--- src/rtl/instr_field_queue.sv ---
// Instruction queue: circular buffer of {instr, pc} with MIPS field decode
// and Imme32 extension on the head entry.

module ifq_entry #(
  parameter int W = 8
) (
  input  logic         clk,
  input  logic         we,
  input  logic [W-1:0] d,
  output logic [W-1:0] q
);
  // Storage is deliberately unreset; the head mux hides stale contents.
  always_ff @(posedge clk)
    if (we) q <= d;
endmodule

module instr_field_queue #(
  parameter int DEPTH = 4,
  parameter int PC_W  = 32
) (
  input  logic                     clk,
  input  logic                     reset,
  input  logic                     flush,
  input  logic                     in_valid,
  output logic                     in_ready,
  input  logic [31:0]              in_instr,
  input  logic [PC_W-1:0]          in_pc,
  output logic                     out_valid,
  input  logic                     out_ready,
  output logic [31:0]              out_instr,
  output logic [PC_W-1:0]          out_pc,
  output logic [5:0]               Opcode,
  output logic [4:0]               Rs,
  output logic [4:0]               Rt,
  output logic [4:0]               Rd,
  output logic [4:0]               Shamt,
  output logic [5:0]               Func,
  output logic [15:0]              Imme16,
  output logic [25:0]              Imme26,
  input  logic [1:0]               ext_op,
  output logic [31:0]              Imme32,
  output logic [$clog2(DEPTH):0]   count
);
  localparam int AW = $clog2(DEPTH);
  localparam int CW = AW + 1;

  if (DEPTH < 2 || (DEPTH & (DEPTH - 1)) != 0) begin : g_bad_depth
    $error("instr_field_queue: DEPTH must be a power of two >= 2");
  end

  typedef struct packed {
    logic [31:0]     instr;
    logic [PC_W-1:0] pc;
  } entry_t;
  localparam int EW = $bits(entry_t);

  logic [AW-1:0] wptr_q, wptr_d, rptr_q, rptr_d;
  logic [CW-1:0] cnt_q, cnt_d;
  logic          push, pop;
  logic [DEPTH-1:0]         we;
  logic [DEPTH-1:0][EW-1:0] mem_q;
  entry_t        in_ent, head;

  assign in_ready  = cnt_q < CW'(DEPTH);
  assign out_valid = cnt_q != '0;
  // Readiness is from the registered count, so a full queue refuses a push
  // even if a pop happens on the same edge.
  assign push      = in_valid & in_ready & ~flush;
  assign pop       = out_valid & out_ready & ~flush;
  assign count     = cnt_q;

  assign in_ent.instr = in_instr;
  assign in_ent.pc    = in_pc;

  always_comb begin
    we = '0;
    if (push) we[wptr_q] = 1'b1;
  end

  for (genvar g = 0; g < DEPTH; g++) begin : g_ent
    ifq_entry #(.W(EW)) u_ent (
      .clk (clk),
      .we  (we[g]),
      .d   (in_ent),
      .q   (mem_q[g])
    );
  end

  always_comb begin
    wptr_d = wptr_q;
    rptr_d = rptr_q;
    cnt_d  = cnt_q;
    if (flush) begin
      wptr_d = '0;
      rptr_d = '0;
      cnt_d  = '0;
    end else begin
      if (push) wptr_d = wptr_q + 1'b1;
      if (pop)  rptr_d = rptr_q + 1'b1;
      case ({push, pop})
        2'b10:   cnt_d = cnt_q + 1'b1;
        2'b01:   cnt_d = cnt_q - 1'b1;
        default: cnt_d = cnt_q;
      endcase
    end
  end

  always_ff @(posedge clk or negedge reset) begin
    if (!reset) begin
      wptr_q <= '0;
      rptr_q <= '0;
      cnt_q  <= '0;
    end else begin
      wptr_q <= wptr_d;
      rptr_q <= rptr_d;
      cnt_q  <= cnt_d;
    end
  end

  // Head is forced to zero when empty; everything below derives from it.
  assign head = out_valid ? entry_t'(mem_q[rptr_q]) : '0;

  assign out_instr = head.instr;
  assign out_pc    = head.pc;
  assign Opcode    = head.instr[31:26];
  assign Rs        = head.instr[25:21];
  assign Rt        = head.instr[20:16];
  assign Rd        = head.instr[15:11];
  assign Shamt     = head.instr[10:6];
  assign Func      = head.instr[5:0];
  assign Imme16    = head.instr[15:0];
  assign Imme26    = head.instr[25:0];

  always_comb begin
    Imme32 = '0;
    case (ext_op)
      2'b00: Imme32 = {16'h0000, Imme16};
      2'b01: Imme32 = {{16{Imme16[15]}}, Imme16};
      2'b10: Imme32 = {Imme16, 16'h0000};
      2'b11: Imme32 = {{14{Imme16[15]}}, Imme16, 2'b00};
      default: Imme32 = '0;
    endcase
  end

endmodule

--- config.mk ---
export PLATFORM = sky130hd
export DESIGN_NAME = instr_field_queue
export DESIGN_NICKNAME = d
export VERILOG_FILES = /design/src/rtl/instr_field_queue.sv
export SDC_FILE = /design/constraint.sdc
export NUM_CORES = 1
export LEC_CHECK = 0
export CAP_MARGIN = 20
export CORE_MARGIN = 2
export CORE_UTILIZATION = 47
export CTS_BUF_LIST = sky130_fd_sc_hd__clkbuf_8
export DETAILED_ROUTE_END_ITERATION = 7
export MAX_ROUTING_LAYER = met4
export PLACE_DENSITY = 0.75
export SLEW_MARGIN = 0
export SYNTH_ARGS = -nofsm -noshare
export SYNTH_HDL_FRONTEND = slang
export SYNTH_SLANG_ARGS = --single-unit
--- constraint.sdc ---
create_clock -name clk -period 3.8 [get_ports clk]
set_input_delay 0.76 -clock clk [delete_from_list [all_inputs] [get_ports clk]]
set_output_delay 0.76 -clock clk [all_outputs]
set_load 0.01 [all_outputs]
# After elaboration in Yosys (flattened, before gate mapping)
# Index checks and enable logic that the tools add are counted.
# word_totals
romBits	0
latch_bits	0
in_bits	71
output_inout_bits	175
ff_bits	263
ram_bits	0
word_cells	44
memories	0
# op_classes
add_sub_neg	4
reduce_logical	6
shift	0
eq_ne	5
magnitude_cmp	4
muxes	13
n_mul	0
bitwise_logic	5
div	0
# op_table
cell	n
binary-select mux 64 bit (select 2 bit)	1
two-way mux 64 bit	2
case mux 32 bit (4 select lines)	1
two-way mux 2 bit	4
equality test 2 bit (second input constant)	3
< comparator 2 x 3 -> 1 bit (second input constant)	2
case mux 3 bit (2 select lines)	1
nonzero test 3 bit	2
adder 2 x 1 -> 2 bit (second input constant)	2
bitwise AND 1 bit	4
equality test 2 x 1 -> 1 bit (second input constant)	2
two-way mux 4 bit	1
nonzero test 2 bit	2
adder 3 x 1 -> 3 bit (second input constant)	1
< comparator 3 bit (second input constant)	1
two-way mux 3 bit	1
subtractor 3 x 1 -> 3 bit (second input constant)	1
demux 1 bit (select 2 bit)	1
>= comparator 2 x 1 -> 1 bit (second input constant)	1
zero test 2 bit	1
logical AND 1 bit	1
two-way mux 1 bit	1
NOT 1 bit	1

# Longest topological paths before layout
# Gate-level depths: netlist of run 1.
# depth
depth_word	6
ltp_mapped	7
ltp_nobuf	6

# Modules after synthesis
# From an unflattened synthesis of run 1, not the netlist that was laid out.
# unflattened
cells_unflattened	603
area_unflattened_um2	11090.6
# modules_own_cells
mod	cells_per_inst	instances	area_each_um2
ifq_entry	64	4	1921.8
instr_field_queue	347	1	3403.3

# Least setup slack after synthesis of run 1
# Ideal clock, no wire load.
# synth_path
path_kind	input to register
from	in in_valid
to	reg g_ent[0].u_ent.q[0] (enable)
setup_time_ns	0.429
arrival_time_ns	2.764
path_stages	4
slack_ns	0.607
cell_sequence	nor2b_1 -> clkbuf_2 -> nor2b_1 -> and2_1
# synth_between
elab_chain_cells	3
# synth_rtl
item	line	text
start, declared	24	input logic in_valid,
bitwise AND 1 bit (2 in a row)	68	assign push = in_valid & in_ready & ~flush;
two-way mux 4 bit	77	if (push) we[wptr_q] = 1'b1;
net g_ent[0].u_ent.we	8	input logic we,
end signal, assigned	14	if (we) q <= d;
end, declared	10	output logic [W-1:0] q
# The timed path passes the listed nets, and every way through them passes these cells.
# A chain may end at the register's enable or synchronous reset.

# Final worst setup path of run 1
# layout_path
from	reg rptr_q[0]
to	out Imme32[24]
# layout_between
elab_chain_cells	4
# layout_rtl
item	line	text
start, declared	57	logic [AW-1:0] wptr_q, wptr_d, rptr_q, rptr_d;
start signal, assigned	115	rptr_q <= rptr_d;
binary-select mux 64 bit (select 2 bit)	121	assign head = out_valid ? entry_t'(mem_q[rptr_q]) : '0;
two-way mux 64 bit (not written as such)	121	
two-way mux 64 bit	121	
case mux 32 bit (4 select lines)	136	case (ext_op)
end, declared	41	output logic [31:0] Imme32,
# No other way between the ends. The select of a mux whose other input is x is not followed.

==> flow_results.org, run 1 <==
** Timing
- Setup repair after global routing left no endpoint under its margin.
- Slew of the pin with the lowest slew margin :: 0.5279 ns
- Final number of setup-violating endpoints :: 0
- The final hold violation count came to 0.
- Maximum clock skew at final layout :: 0.01308 ns
- In the finished design, the share of the clock period the worst path needs comes to a little over nine tenths.
- Min Clock Period, post-route :: 3.608 ns
- Timing would allow up to 277.2 MHz.
- The count of pins over their slew limit came to 0.
- Setup WS post-layout :: ~0.19 ns
- Worst relative slew slack :: ~65%
- Sum of negative setup slack :: 0 ns

** Clock tree
- Clock buffer count from CTS :: 42
- In this run the post-CTS setup repair buffer count came out at 0.
- H-tree lvl count :: 2
- The longest clock path from root to sink contains 3 buffers.
- TritonCTS built the clock tree.
- The root buffer cell chosen for the clock tree is sky130_fd_sc_hd__clkbuf_8.
- Counting every sink on the clock net gives between 200 and 300.
- # hold bufs at CTS :: 0
- After clock tree synthesis, the repair step resized 0 gates.
- Register clock-pin slew on the reported worst setup and hold paths :: about 0.060 ns
- Clock latency at the later pin of the worst-skew pair :: approximately 0.53 ns

** Route
- Wire length after detailed routing :: 23.07 mm
- After detailed routing, the number of vias per cell comes to ~5.2.
- In the final routed layout, each cell accounts on average for roughly 20 um.
- First drt pass iteration count :: 5
- Number of DRC markers after the initial detailed-route iteration :: between 400 and 500
- DR vias :: between 6000 and 7000
- Antenna Nets Post-Route :: 0
- # DRC :: 0

** Yosys
- In this run the cell area of the synthesized design comes to about 0.011 sq mm.
- Sequential element share of the synthesized area :: 70.89%
- Mapped Cells :: 603
- Number of warnings printed during yosys synthesis :: 0
- Synthesis produced a netlist with a net count of 679.
- Counting flops and latches in the post-synthesis netlist gives 263.
- Unique masters post-synth :: 33
- Post-synthesis average cell area :: between 15 and 20 sq um

** Critical path
- The worst setup path is launched from a register.
- Crit path DAT :: 2.85 ns
- Worst setup path category :: reg -> out
- Endpoint kind of the worst setup timing path :: output port
- STA puts the critical path data required time at 3.04 ns.
- Biggest fanout along the worst timing path :: 17
- Endpoint of the worst-slack reg-to-reg timing path :: count[2]
- Register-to-register path setup slack :: 1.43 ns
- The worst register-to-register path begins at count[2].
- Worst-case reg-to-reg path depth :: 6

** Floorplanning
- In this run the horizontal extent of the chip is 157.6 um.
- After floorplanning, the core was divided into 56 placement rows.
- The die is 157.6 um tall.
- The die covers ~0.025 sq mm.
- Pin placement for this block handled 246 I/O pins.
- Core Footprint :: 0.02333 sq mm
- Starting Density :: between 40% and 50%

** Global routing
- The initial antenna violation count is 1.
- Entering global routing, the biggest net connects 39 pins.
- First-pass GRT wire length :: 34.54 mm
- Global routing finished with a remaining overflow of 0.
- The via count of the first global-routing pass came to 6274.
- In the global route stage, overall resource usage came out at 19.12%.

** Place
- Worst slack at placement :: 0.4986 ns
- During placement, the flow inserted port buffers numbering 245.
- At the end of routability-driven placement, the weighted congestion stood at between 0.7 and 0.8.
- After legalization and detailed placement, the total HPWL measured between 10 and 15 mm.

** Layout
- Synth-to-layout area growth :: 28.01%
- Number of nets in the layout :: 882
- Of the cells placed in the final design, the portion with a size suffix greater than 1 is between 10% and 20%.

** Run
- Number of max-cap violations :: 0

** Status
- Result of the run :: complete, no violations

** Power
- The analysis attributes to cell leakage a power of 4.645 nW.
- Across the VDD grid, the largest voltage drop is 0.4293 mV.
- Dividing total power by cell area gives a power density of 663.3 mW/mm^2.

** Hold path
- The worst hold path belongs to the class in -> async.
-- final cells by class --
type,count,area [sq um]
Tap cell,319,399.1
Clock inverter,32,137.6
Timing Repair Buffer,264,2670
Fill cell,1692,9135
Multi-Input combinational cell,230,2480
Antenna cell,2,5.005
Inverter,5,18.77
Clock buffer,45,619.3
Sequential cell,263,7868
-- per-stage QoR --
step                      power (mW)  utilization, %  hold slack [ns]  instances  area, sq um
after detailed placement       7.355           57.58           0.6006       1081        13440
after CTS                      9.543           60.83           0.4682       1158        14190
after global routing           9.895           60.84           0.4915       1159        14190
after floorplan                5.761               -           0.4644        603        11090
final                          9.417           60.85           0.5020       1160        14200
after global placement         7.297           57.58           0.5680       1081        13440
-- layer usage --
layer  GRT usage [%]  wire length [um]
met1           23.51              9326
met2           31.19             11360
met3           5.283              1882
met4           5.931               493
met5               -                 0
-- layout by cell type (no fill, tap or decap), types with 2 or more instances in the layout --
| cell | n |
|---|---|
| sky130_fd_sc_hd__diode_2 | 2 |
| sky130_fd_sc_hd__nor2b_1 | 4 |
| sky130_fd_sc_hd__inv_1 | 19 |
| sky130_fd_sc_hd__edfxtp_1 | 256 |
| sky130_fd_sc_hd__clkinv_1 | 9 |
| sky130_fd_sc_hd__mux2i_1 | 2 |
| sky130_fd_sc_hd__clkdlybuf4s50_1 | 245 |
| sky130_fd_sc_hd__nand3_1 | 2 |
| sky130_fd_sc_hd__xor2_1 | 3 |
| sky130_fd_sc_hd__and2_1 | 65 |
| sky130_fd_sc_hd__clkbuf_8 | 45 |
| sky130_fd_sc_hd__a21oi_1 | 15 |
| sky130_fd_sc_hd__nand2b_1 | 3 |
| sky130_fd_sc_hd__a22oi_1 | 15 |
| sky130_fd_sc_hd__nand2_1 | 16 |
| sky130_fd_sc_hd__buf_12 | 6 |
| sky130_fd_sc_hd__and3_1 | 2 |
| sky130_fd_sc_hd__nor2_1 | 20 |
| sky130_fd_sc_hd__mux4_2 | 64 |
| sky130_fd_sc_hd__clkinv_2 | 6 |
| sky130_fd_sc_hd__inv_6 | 2 |
| sky130_fd_sc_hd__buf_4 | 13 |
| sky130_fd_sc_hd__dfrtp_1 | 5 |
| sky130_fd_sc_hd__and2_4 | 4 |
| sky130_fd_sc_hd__ha_1 | 4 |
-- flip-flops by register name (all words and copies together), names as in the netlist --
signal / cells
count: 3
g_ent.u_ent.q: 256
rptr_q: 2
wptr_q: 2
-- worst max-delay path by stage --
| stage | start | endpoint | slack (ns) | cells after the start |
|---|---|---|---|---|
| after floorplan | in_valid | g_ent[0].u_ent.q[0] | 0.61 | 4 |
| after global placement | ext_op[0] | Imme32[16] | 0.51 | 6 |
| after detailed placement | ext_op[1] | Imme32[6] | 0.50 | 5 |
| after CTS | rptr_q[0] | Imme32[6] | 0.11 | 5 |
| after global routing | count[0] | Imme26[13] | 0.009 | 5 |
| final | rptr_q[0] | Imme32[24] | 0.19 | 4 |
-- power breakdown --
group / total, mW / internal, mW / switching, mW
logic: 3.80 / 2.12 / 1.68
registers: 3.46 / 3.35 / 0.112
clock network: 2.15 / 1.10 / 1.06
total: 9.42 / 6.57 / 2.85
-- cell families after synthesis --
logic type      synth area share [%]
compound gates                 2.132
xor+xnor                      0.3159
fa+ha+maj                     0.6318
buf+inv                        6.837
flops                          70.89
mux                            13.28
simple gates                   5.911
-- synth_stat cells --
cell | instances | area, sq um
sky130_fd_sc_hd__clkinv_1 | 1 | 3.750
sky130_fd_sc_hd__mux4_2 | 64 | 1441
sky130_fd_sc_hd__clkbuf_2 | 1 | 5.000
sky130_fd_sc_hd__nand2_1 | 16 | 60.06
sky130_fd_sc_hd__mux2i_1 | 2 | 20.02
sky130_fd_sc_hd__inv_1 | 4 | 15.01
sky130_fd_sc_hd__buf_6 | 7 | 78.83
sky130_fd_sc_hd__ha_1 | 4 | 50.05
sky130_fd_sc_hd__o21a_1 | 1 | 7.510
sky130_fd_sc_hd__a22oi_1 | 15 | 112.6
sky130_fd_sc_hd__buf_4 | 76 | 570.6
sky130_fd_sc_hd__xnor2_1 | 1 | 8.760
sky130_fd_sc_hd__nor3_1 | 1 | 5.000
sky130_fd_sc_hd__xor2_1 | 3 | 26.28
sky130_fd_sc_hd__nor2_1 | 20 | 75.07
sky130_fd_sc_hd__mux2_1 | 1 | 11.26
sky130_fd_sc_hd__nand2b_1 | 3 | 18.77
sky130_fd_sc_hd__a31oi_1 | 1 | 6.260
sky130_fd_sc_hd__clkbuf_1 | 16 | 60.06
sky130_fd_sc_hd__and2_1 | 69 | 431.7
sky130_fd_sc_hd__and3_1 | 2 | 12.51
sky130_fd_sc_hd__o21ai_0 | 1 | 5.000
sky130_fd_sc_hd__nor3_2 | 1 | 10.01
sky130_fd_sc_hd__dfrtp_1 | 7 | 175.2
sky130_fd_sc_hd__nor2b_1 | 4 | 25.02
sky130_fd_sc_hd__nand3_1 | 2 | 10.01
sky130_fd_sc_hd__buf_2 | 5 | 25.02
sky130_fd_sc_hd__fa_1 | 1 | 20.02
sky130_fd_sc_hd__or4_1 | 1 | 7.510
sky130_fd_sc_hd__a21oi_1 | 15 | 75.07
sky130_fd_sc_hd__o311ai_0 | 1 | 8.760
sky130_fd_sc_hd__o31ai_4 | 1 | 21.27
sky130_fd_sc_hd__edfxtp_1 | 256 | 7687
-- critical path, stage by stage (launching register included) --
cell and delay [ns]:
sky130_fd_sc_hd__dfrtp_4 0.64, sky130_fd_sc_hd__mux4_2 0.61, sky130_fd_sc_hd__nand2_1 0.40, sky130_fd_sc_hd__a21oi_1 0.15, sky130_fd_sc_hd__clkdlybuf4s50_1 0.50
(Power assumes the default switching activity.)
==> run 2, diff against run 1 <==
SLEW_MARGIN = unset   (was 0)
==> results of run 2 <==
Final layout, timing and power as in run 1 (identical DEF).
